<file path="src/rtl/cpu_pkg.sv">
// rtl/cpu_pkg.sv - shared CPU constants and the return-stack operation decode
package cpu_pkg;

    localparam int CPU_ADDR_W  = 8;
    localparam int STACK_DEPTH = 8;

    // Opcodes the sequencer decodes into Push_Call / Pop_Rtn
    localparam logic [3:0] OP_CALL = 4'hC;
    localparam logic [3:0] OP_RET  = 4'hD;

    typedef enum logic [1:0] {
        SOP_IDLE,
        SOP_PUSH,
        SOP_POP,
        SOP_REPLACE
    } stack_op_e;

    function automatic stack_op_e decode_stack_op(input logic push, input logic pop);
        case ({push, pop})
            2'b10:   return SOP_PUSH;
            2'b01:   return SOP_POP;
            2'b11:   return SOP_REPLACE;
            default: return SOP_IDLE;
        endcase
    endfunction

endpackage

</file>
<file path="src/rtl/stack_regfile.sv">
// rtl/stack_regfile.sv - return-stack entry array, one sync write port, one comb read port
module stack_regfile
    import cpu_pkg::*;
#(
    parameter int DEPTH  = STACK_DEPTH,
    parameter int ADDR_W = CPU_ADDR_W,
    parameter int IDX_W  = $clog2(DEPTH)
) (
    input  logic              Clk,
    input  logic              we,
    input  logic [IDX_W-1:0]  waddr,
    input  logic [ADDR_W-1:0] wdata,
    input  logic [IDX_W-1:0]  raddr,
    output logic [ADDR_W-1:0] rdata
);

    logic [ADDR_W-1:0] mem [DEPTH];

    always_ff @(posedge Clk) begin
        if (we) begin
            mem[waddr] <= wdata;
        end
    end

    assign rdata = mem[raddr];

endmodule

</file>
<file path="src/rtl/call_rtn_stack.sv">
// rtl/call_rtn_stack.sv - return-address stack with registered top-of-stack and sticky error flags
module call_rtn_stack
    import cpu_pkg::*;
#(
    parameter int ADDR_W = CPU_ADDR_W,
    parameter int DEPTH  = STACK_DEPTH,
    parameter int CNT_W  = 5
) (
    input  logic              Clk,
    input  logic              Reset,
    input  logic              Push_Call,
    input  logic              Pop_Rtn,
    input  logic [ADDR_W-1:0] Push_Addr,
    input  logic              Clr_Err,
    output logic [ADDR_W-1:0] Return_Addr,
    output logic              Stack_Empty,
    output logic              Stack_Full,
    output logic              Stack_Ovf,
    output logic              Stack_Unf,
    output logic [CNT_W-1:0]  Count
);

    localparam int              IDX_W    = $clog2(DEPTH);
    localparam logic [CNT_W-1:0] FULL_CNT = CNT_W'(DEPTH);

    logic [CNT_W-1:0]  count_q, count_nxt, cnt_m1, cnt_m2;
    logic [ADDR_W-1:0] top_q, top_nxt;
    logic              ovf_q, unf_q, ovf_set, unf_set;
    logic              empty, full;
    logic              rf_we;
    logic [IDX_W-1:0]  rf_waddr, rf_raddr;
    logic [ADDR_W-1:0] rf_rdata;
    stack_op_e         op;

    assign empty  = (count_q == '0);
    assign full   = (count_q == FULL_CNT);
    assign cnt_m1 = count_q - CNT_W'(1);
    assign cnt_m2 = count_q - CNT_W'(2);

    always_comb begin
        op        = decode_stack_op(Push_Call, Pop_Rtn);
        rf_we     = 1'b0;
        rf_waddr  = count_q[IDX_W-1:0];
        rf_raddr  = cnt_m2[IDX_W-1:0];
        count_nxt = count_q;
        top_nxt   = top_q;
        ovf_set   = 1'b0;
        unf_set   = 1'b0;
        case (op)
            SOP_PUSH: begin
                if (full) begin
                    ovf_set = 1'b1;
                end else begin
                    rf_we     = 1'b1;
                    count_nxt = count_q + CNT_W'(1);
                    top_nxt   = Push_Addr;
                end
            end
            SOP_POP: begin
                if (empty) begin
                    unf_set = 1'b1;
                end else if (count_q == CNT_W'(1)) begin
                    count_nxt = '0;
                    top_nxt   = '0;
                end else begin
                    count_nxt = cnt_m1;
                    top_nxt   = rf_rdata;
                end
            end
            SOP_REPLACE: begin
                // On an empty stack the pop half underflows but the push still lands
                rf_we   = 1'b1;
                top_nxt = Push_Addr;
                if (empty) begin
                    unf_set   = 1'b1;
                    count_nxt = CNT_W'(1);
                end else begin
                    rf_waddr = cnt_m1[IDX_W-1:0];
                end
            end
            default: ;
        endcase
    end

    always_ff @(posedge Clk) begin
        if (Reset) begin
            count_q <= '0;
            top_q   <= '0;
            ovf_q   <= 1'b0;
            unf_q   <= 1'b0;
        end else begin
            count_q <= count_nxt;
            top_q   <= top_nxt;
            ovf_q   <= ovf_set | (ovf_q & ~Clr_Err);
            unf_q   <= unf_set | (unf_q & ~Clr_Err);
        end
    end

    stack_regfile #(
        .DEPTH  (DEPTH),
        .ADDR_W (ADDR_W),
        .IDX_W  (IDX_W)
    ) u_regfile (
        .Clk   (Clk),
        .we    (rf_we & ~Reset),
        .waddr (rf_waddr),
        .wdata (Push_Addr),
        .raddr (rf_raddr),
        .rdata (rf_rdata)
    );

    assign Return_Addr = top_q;
    assign Count       = count_q;
    assign Stack_Empty = empty;
    assign Stack_Full  = full;
    assign Stack_Ovf   = ovf_q;
    assign Stack_Unf   = unf_q;

endmodule

</file>
<file path="config.mk">
export PLATFORM = sky130hd
export DESIGN_NAME = call_rtn_stack
export DESIGN_NICKNAME = d
export VERILOG_FILES = /design/src/rtl/cpu_pkg.sv /design/src/rtl/stack_regfile.sv /design/src/rtl/call_rtn_stack.sv
export SDC_FILE = /design/constraint.sdc
export NUM_CORES = 1
export LEC_CHECK = 0
export ABC_AREA = 1
export BUFFER_PORTS_ARGS = -buffer_cell sky130_fd_sc_hd__buf_2
export CAP_MARGIN = 15
export CORE_MARGIN = 2
export CORE_UTILIZATION = 55
export DETAILED_ROUTE_END_ITERATION = 16
export GPL_TIMING_DRIVEN = 0
export PLACE_DENSITY = 0.74
export SLEW_MARGIN = 20
export SYNTH_ARGS = -nofsm -noshare
export SYNTH_HDL_FRONTEND = slang
export SYNTH_SLANG_ARGS = --single-unit
export TNS_END_PERCENT = 100
</file>
<file path="constraint.sdc">
create_clock -name Clk -period 3.1 [get_ports Clk]
set_input_delay 0.155 -clock Clk [delete_from_list [all_inputs] [get_ports Clk]]
set_output_delay 0.155 -clock Clk [all_outputs]
set_load 0.03 [all_outputs]
</file>
# Word-level counts from Yosys, hierarchy flattened
# Memories as Yosys holds them, arrays and structs flattened.
# Cells that the tools add are included.
[word_totals] ff_bits=15 ramBits=64 input_bits=13 output_inout_bits=17 elab_cells=51 n_memories=1
[classes] add_sub_neg=3 n_eq_ne=11 mux=20 n_bitwise=7 n_reduce_logical=5
[memory_table] memory="u_regfile.mem" depth=8 word_bits=8 rd=1 rd_clocked_by_memory_dff=0 wr=1 line="stack_regfile.sv:17" rtl="logic [ADDR_W-1:0] mem [DEPTH];"
[ops] op="2-to-1 mux 8 bit" n=3
[ops] op="one-hot mux 8 bit (3 select lines)" n=1
[ops] op="2-to-1 mux 5 bit" n=4
[ops] op="one-hot mux 5 bit (3 select lines)" n=1
[ops] op="equality test 2 bit, second input constant" n=4
[ops] op="2-to-1 mux 1 bit" n=7
[ops] op="2-to-1 mux 3 bit" n=2
[ops] op="inequality test 2 bit, second input constant" n=3
[ops] op="one-hot mux 2 bit (3 select lines)" n=1
[ops] op="adder 5 x 1 -> 5 bit, second input constant" n=1
[ops] op="equality test 5 x 1 -> 1 bit, second input constant" n=1
[ops] op="equality test 5 x 4 -> 1 bit, second input constant" n=1
[ops] op="logical NOT 5 bit" n=1
[ops] op="subtractor 5 x 1 -> 5 bit, second input constant" n=1
[ops] op="equality test 2 x 1 -> 1 bit, second input constant" n=2
[ops] op="AND reduction 4 bit" n=1
[ops] op="AND 1 bit" n=3
[ops] op="AND reduction 3 bit" n=1
[ops] op="nonzero test 3 bit" n=1
[ops] op="subtractor 3 x 2 -> 3 bit, second input constant" n=1
[ops] op="inverter 1 bit" n=2
[ops] op="OR 1 bit" n=2
[ops] op="one-hot mux 1 bit (2 select lines)" n=1
[ops] op="OR reduction 2 bit" n=1

# Depth between registers and ports, before layout
[logic_depth] word_depth=7 ltp_mapped=14 depth_no_buf=12

# Modules after synthesis
# From an unflattened synthesis, not the netlist that was laid out.
[unflattened] hier_cells=474 area_unflattened_um2=4032.6
[by_module_without_submodules] module="stack_regfile" n_inst=1 cells_each=295 area_each_um2=2890.3 seq_area_each_um2=1921.8
[by_module_without_submodules] module="call_rtn_stack" n_inst=1 cells_each=179 area_each_um2=1142.3 seq_area_each_um2=300.3

# Worst setup path before layout
# Ideal clock, no wire load.
[synth_path] kind="reg-to-reg" startpoint="reg count_q[1] (netlist: Count[1])" endpoint="mem u_regfile.mem[0][0] (netlist bit), enable pin" setup_ps=370 t_arrival_ps=2342 required_ps=2730 setup_slack_ps=387 path_stages_with_launch=12 path_buffers=2 synth_period_minus_slack_ps=2713 cell_sequence="dfxtp_1 buf_2 clkinv_1 buf_2 ha_1 inv_1 nor2_1 nand2_2 nand2_2 o21ai_1 nand2_1 nor2_1"
[synth_between] elab_chain_cells=6 elab_cells_between_ends=10 cone_classes="add/sub (1); eq/ne (1); mux (6); bitwise (1); reduce/logical (1)"
[synth_lines] item="from (decl)" line="call_rtn_stack.sv:26" rtl="logic [CNT_W-1:0] count_q, count_nxt, cnt_m1, cnt_m2;"
[synth_lines] item="from (signal assigned)" line="call_rtn_stack.sv:92" rtl="count_q <= count_nxt;"
[synth_lines] item="equality test 5 x 4 -> 1 bit" line="call_rtn_stack.sv:36" rtl="assign full = (count_q == FULL_CNT);"
[synth_lines] item="2-to-1 mux 1 bit" line="call_rtn_stack.sv:51" rtl="if (full) begin"
[synth_lines] item="one-hot mux 1 bit (2 select lines)" line="call_rtn_stack.sv:49" rtl="case (op)"
[synth_lines] item="AND 1 bit" line="call_rtn_stack.sv:105" rtl=".we (rf_we & ~Reset),"
[synth_lines] item="2-to-1 mux 1 bit" line="stack_regfile.sv:20" rtl="if (we) begin"
[synth_lines] item="2-to-1 mux 1 bit (not written as such)" line="stack_regfile.sv:21" rtl="mem[waddr] <= wdata;"
[synth_lines] item="to (decl)" line="stack_regfile.sv:17"
# Several ways; a longest one is shown, not always the timed one.

# Worst setup path after layout
[layout_path] startpoint="reg count_q[1] (netlist: Count[1])" endpoint="mem u_regfile.mem[3][4] (netlist bit), enable pin"
# Same word-level chain as after synthesis.

==> report_table.html <==
<table>
<tr><th>Metric</th><th>Value</th></tr>
<tr><th colspan="2">Placement</th></tr>
<tr><td>Placed Cells incl. Taps</td><td>579</td></tr>
<tr><td>Input/output buffers</td><td>28</td></tr>
<tr><td>Routability-driven placement congestion ratio</td><td>0.895</td></tr>
<tr><td>Placed wire-length estimate after detailed placement</td><td>5890 um</td></tr>
<tr><td>Worst slack at placement</td><td>-0.140 ns</td></tr>
<tr><td>Cell area after placement</td><td>4230 um^2</td></tr>
<tr><th colspan="2">Global route</th></tr>
<tr><td>Antenna violations before repair</td><td>0</td></tr>
<tr><td>Wire length of the first global-routing pass</td><td>13900 um</td></tr>
<tr><td>Pin count of the biggest net entering global routing</td><td>15</td></tr>
<tr><td>Overall Global Routing Usage</td><td>0.243</td></tr>
<tr><td>Gr ovfl total</td><td>0</td></tr>
<tr><td>Number of global-route vias before repair</td><td>2882</td></tr>
<tr><th colspan="2">Synthesis</th></tr>
<tr><td>Dominant combinational cell family by area after synthesis</td><td>simple AND/OR/NAND/NOR gates</td></tr>
<tr><td>Yosys warnings</td><td>0</td></tr>
<tr><td>Mean Syn Cell Area</td><td>8.71 um^2</td></tr>
<tr><td>Number of different library cells in the post-synthesis netlist</td><td>27</td></tr>
<tr><td>Sequential fraction of the synthesis area</td><td>0.560</td></tr>
<tr><td>Synth Area in Adders</td><td>0.0221</td></tr>
<tr><td>Post-synthesis mux area share</td><td>0</td></tr>
<tr><td>Yosys reg bits</td><td>79</td></tr>
<tr><td>Syn nets</td><td>475</td></tr>
<tr><td>Xor/xnor share of the synthesized area</td><td>0.00410</td></tr>
<tr><td>Synth Area in Compound Gates</td><td>0.0372</td></tr>
<tr><td>Area of the mapped netlist</td><td>3970 um^2</td></tr>
<tr><td>Share of synthesized cell area in and, or, nand and nor gates</td><td>0.269</td></tr>
<tr><td>Post-Syn Instances</td><td>455</td></tr>
<tr><th colspan="2">Finish</th></tr>
<tr><td>Post-layout utilization of the core</td><td>0.663</td></tr>
<tr><td>Most frequent cells in the layout</td><td>sky130_fd_sc_hd__nand2_1, sky130_fd_sc_hd__inv_1, sky130_fd_sc_hd__edfxtp_1</td></tr>
<tr><td>Antenna cells</td><td>0</td></tr>
<tr><td>Area occupied by multi-input gates</td><td>1380 um^2</td></tr>
<tr><td>Most common cell after layout, fill and taps aside</td><td>sky130_fd_sc_hd__nand2_1</td></tr>
<tr><td>Signed area change from the synthesized netlist to the final layout</td><td>14.9%</td></tr>
<tr><td>Fill cell instance count of the final layout</td><td>550</td></tr>
<tr><td>Sequential cell area in the final layout</td><td>2220 um^2</td></tr>
<tr><td>Number of non-filler instances in the completed layout</td><td>599</td></tr>
<tr><td>Fraction of layout instances using a drive strength above 1</td><td>0.207</td></tr>
<tr><td>NumNets Final</td><td>518</td></tr>
<tr><td>Cell area after layout</td><td>4560 um^2</td></tr>
<tr><th colspan="2">Outcome</th></tr>
<tr><td>Status</td><td>complete, no violations</td></tr>
<tr><th colspan="2">Drt</th></tr>
<tr><td>DRC errors left</td><td>0</td></tr>
<tr><td>Starting DRT DRC Count</td><td>227</td></tr>
<tr><td>Count of nets left with antenna violations after detail routing</td><td>0</td></tr>
<tr><td>TritonRoute pass-1 iters</td><td>5</td></tr>
<tr><td>Wire length per cell after detailed routing</td><td>14.8 um</td></tr>
<tr><td>Vias per cell</td><td>5.13</td></tr>
<tr><td>Total via count after detailed routing</td><td>3073</td></tr>
<tr><td>Total Wirelength</td><td>8880 um</td></tr>
<tr><th colspan="2">Timing</th></tr>
<tr><td>Unrepaired setup endpoints after global routing</td><td>false</td></tr>
<tr><td>Slew HR</td><td>0.612</td></tr>
<tr><td>Top achievable clock speed</td><td>353 MHz</td></tr>
<tr><td>Time the final worst path needs with I/O delays and setup</td><td>2.83 ns</td></tr>
<tr><td>Final hold slack</td><td>0.0123 ns</td></tr>
<tr><td>Setup slack of the critical path after layout</td><td>0.270 ns</td></tr>
<tr><td>Worst-Margin Slew</td><td>0.582 ns</td></tr>
<tr><td>Clock skew after layout</td><td>0.00575 ns</td></tr>
<tr><td>Fin crit share</td><td>0.913</td></tr>
<tr><td>Setup violators final</td><td>0</td></tr>
<tr><td>Final Max Slew Viols</td><td>0</td></tr>
<tr><td>Hold violation total from the final report</td><td>0</td></tr>
<tr><th colspan="2">CTS</th></tr>
<tr><td>Clock tree from TritonCTS</td><td>done</td></tr>
<tr><td>CTS Hold Bufs</td><td>0</td></tr>
<tr><td>Number of clock sinks</td><td>79</td></tr>
<tr><td>Root Driver</td><td>sky130_fd_sc_hd__clkbuf_8</td></tr>
<tr><td>Number of H-tree branching levels</td><td>3</td></tr>
<tr><td>Number of buffers on the longest clock path</td><td>2</td></tr>
<tr><td>Total clock buffers created by CTS</td><td>9</td></tr>
<tr><td>Insertion delay to the later sink of the worst-skew pair</td><td>0.35 ns</td></tr>
<tr><td>Clock slew seen by the registers of the worst setup and hold paths</td><td>0.08 ns</td></tr>
<tr><th colspan="2">Setup path</th></tr>
<tr><td>Setup crit end kind</td><td>flip-flop</td></tr>
<tr><td>Arr. time, crit path</td><td>2.86 ns</td></tr>
<tr><td>Cells along the critical path</td><td>buf_2, clkinvlp_4, buf_2, ha_1, inv_1, nor2_1, nand2_2, nand2_2, xor2_2, nand2_1, nor2_4</td></tr>
<tr><td>CP Launch Type</td><td>flip-flop</td></tr>
<tr><td>Data required time of the critical path</td><td>3.13 ns</td></tr>
<tr><td>CP peak stage delay</td><td>0.35 ns</td></tr>
<tr><td>Maximum net fanout on the critical path</td><td>14</td></tr>
<tr><td>Master of the slowest instance on the critical path</td><td>sky130_fd_sc_hd__dfxtp_1</td></tr>
<tr><td>Critical setup path kind</td><td>flip-flop to flip-flop</td></tr>
<tr><th colspan="2">Job</th></tr>
<tr><td>Max Cap Viol</td><td>0</td></tr>
<tr><th colspan="2">Die</th></tr>
<tr><td>Number of top-level design ports</td><td>30</td></tr>
<tr><td>Die height</td><td>88.9 um</td></tr>
<tr><td>Die Outline Area</td><td>7900 um^2</td></tr>
<tr><td>Core area</td><td>6870 um^2</td></tr>
<tr><td>Die span in x</td><td>88.9 um</td></tr>
<tr><td>Starting Density</td><td>0.577</td></tr>
<tr><td>Number of rows created at floorplan</td><td>30</td></tr>
<tr><th colspan="2">Worst hold path</th></tr>
<tr><td>Class of the most critical hold timing path</td><td>primary input to flip-flop</td></tr>
<tr><th colspan="2">Pwr</th></tr>
<tr><td>Peak ir drop on the vdd network</td><td>0.441 mV</td></tr>
<tr><td>PD cells</td><td>655 nW/um^2</td></tr>
<tr><td>Total leakage power</td><td>2.09 nW</td></tr>
</table>
## worst max-delay path: cells and delay by family (launching register included)
kind | cells | cell delay [ns]
xor+xnor | 1 | 0.18
simple gates | 5 | 1.05
buf+inv | 4 | 0.66
flops | 1 | 0.35
fa+ha+maj | 1 | 0.25
## logic make-up after synthesis
| group | count (synthesis) |
|---|---|
| simple gates | 243 |
| buf+inv | 102 |
| flops | 79 |
| compound gates | 23 |
| fa+ha+maj | 7 |
| xor+xnor | 1 |
## path summary, 6_finish.rpt
| kind | cells after the start | slack (ns) | endpoint | startpoint |
|---|---|---|---|---|
| setup / recovery | 11 | 0.27 | u_regfile.mem[3][4]$_DFFE_PP_ | Count[1]$_SDFFE_PP0P_ |
| hold reg to reg | 2 | 0.46 | Stack_Unf$_SDFF_PP0_ | Stack_Unf$_SDFF_PP0_ |
| setup reg to reg | 11 | 0.27 | u_regfile.mem[3][4]$_DFFE_PP_ | Count[1]$_SDFFE_PP0P_ |
| hold / removal | 2 | 0.01 | Stack_Unf$_SDFF_PP0_ | Reset |
## final cells by class
type                    instances  share of cell area
flip-flops and latches         79               0.488
multi-input cells             274               0.303
inverters                      86              0.0719
repair buffers                 32              0.0428
clock buffers                  10              0.0280
well taps                      96              0.0264
plain buffers                  16              0.0217
clock inverters                 6              0.0187
## metal layers
metal / share of wire / global-route usage / vias to the layer above
met5: 0 / 0 / -
met4: 0.033 / 0.121 / 0
met3: 0.058 / 0.0351 / 29
met2: 0.50 / 0.424 / 148
met1: 0.41 / 0.294 / 1393
li1: - / - / 1503
## cells in the mapped netlist, drive strengths merged
master,number,area (um^2)
o21bai,1,7.51
o21ai,8,40.0
clkbuf,3,11.3
ha,7,87.6
nand2,147,572
edfxtp,64,1920
nor2,41,204
buf,13,87.6
inv,84,315
clkinv,2,8.75
nand3,55,293
a21oi,14,100
xor2,1,16.3
dfxtp,15,300
## where the power goes
group	internal (mW)	switching, mW	total [mW]
registers	1.21	0.0341	1.25
clock network	0.451	0.366	0.817
logic	0.276	0.648	0.924
## per-stage QoR
step,setup TNS [ns],total power [mW]
floorplan,0,1.89
global placement,0,2.10
detailed placement,-5.59,2.12
CTS,-3.92,2.93
global route,0,3.12
finish,0,2.99
## flip-flops by register name, summed over array words and instances, names as in the netlist
register	flops
u_regfile.mem	64
Stack_Ovf	1
Stack_Unf	1
Return_Addr	8
Count	5
## timing repair
action	4_1_cts	5_1_grt
buffers inserted	0	4
pin swaps	0	4
gates resized for setup	4	13
setup endpoints to repair	64	64
Note: power is estimated with default switching activity, not from simulation.
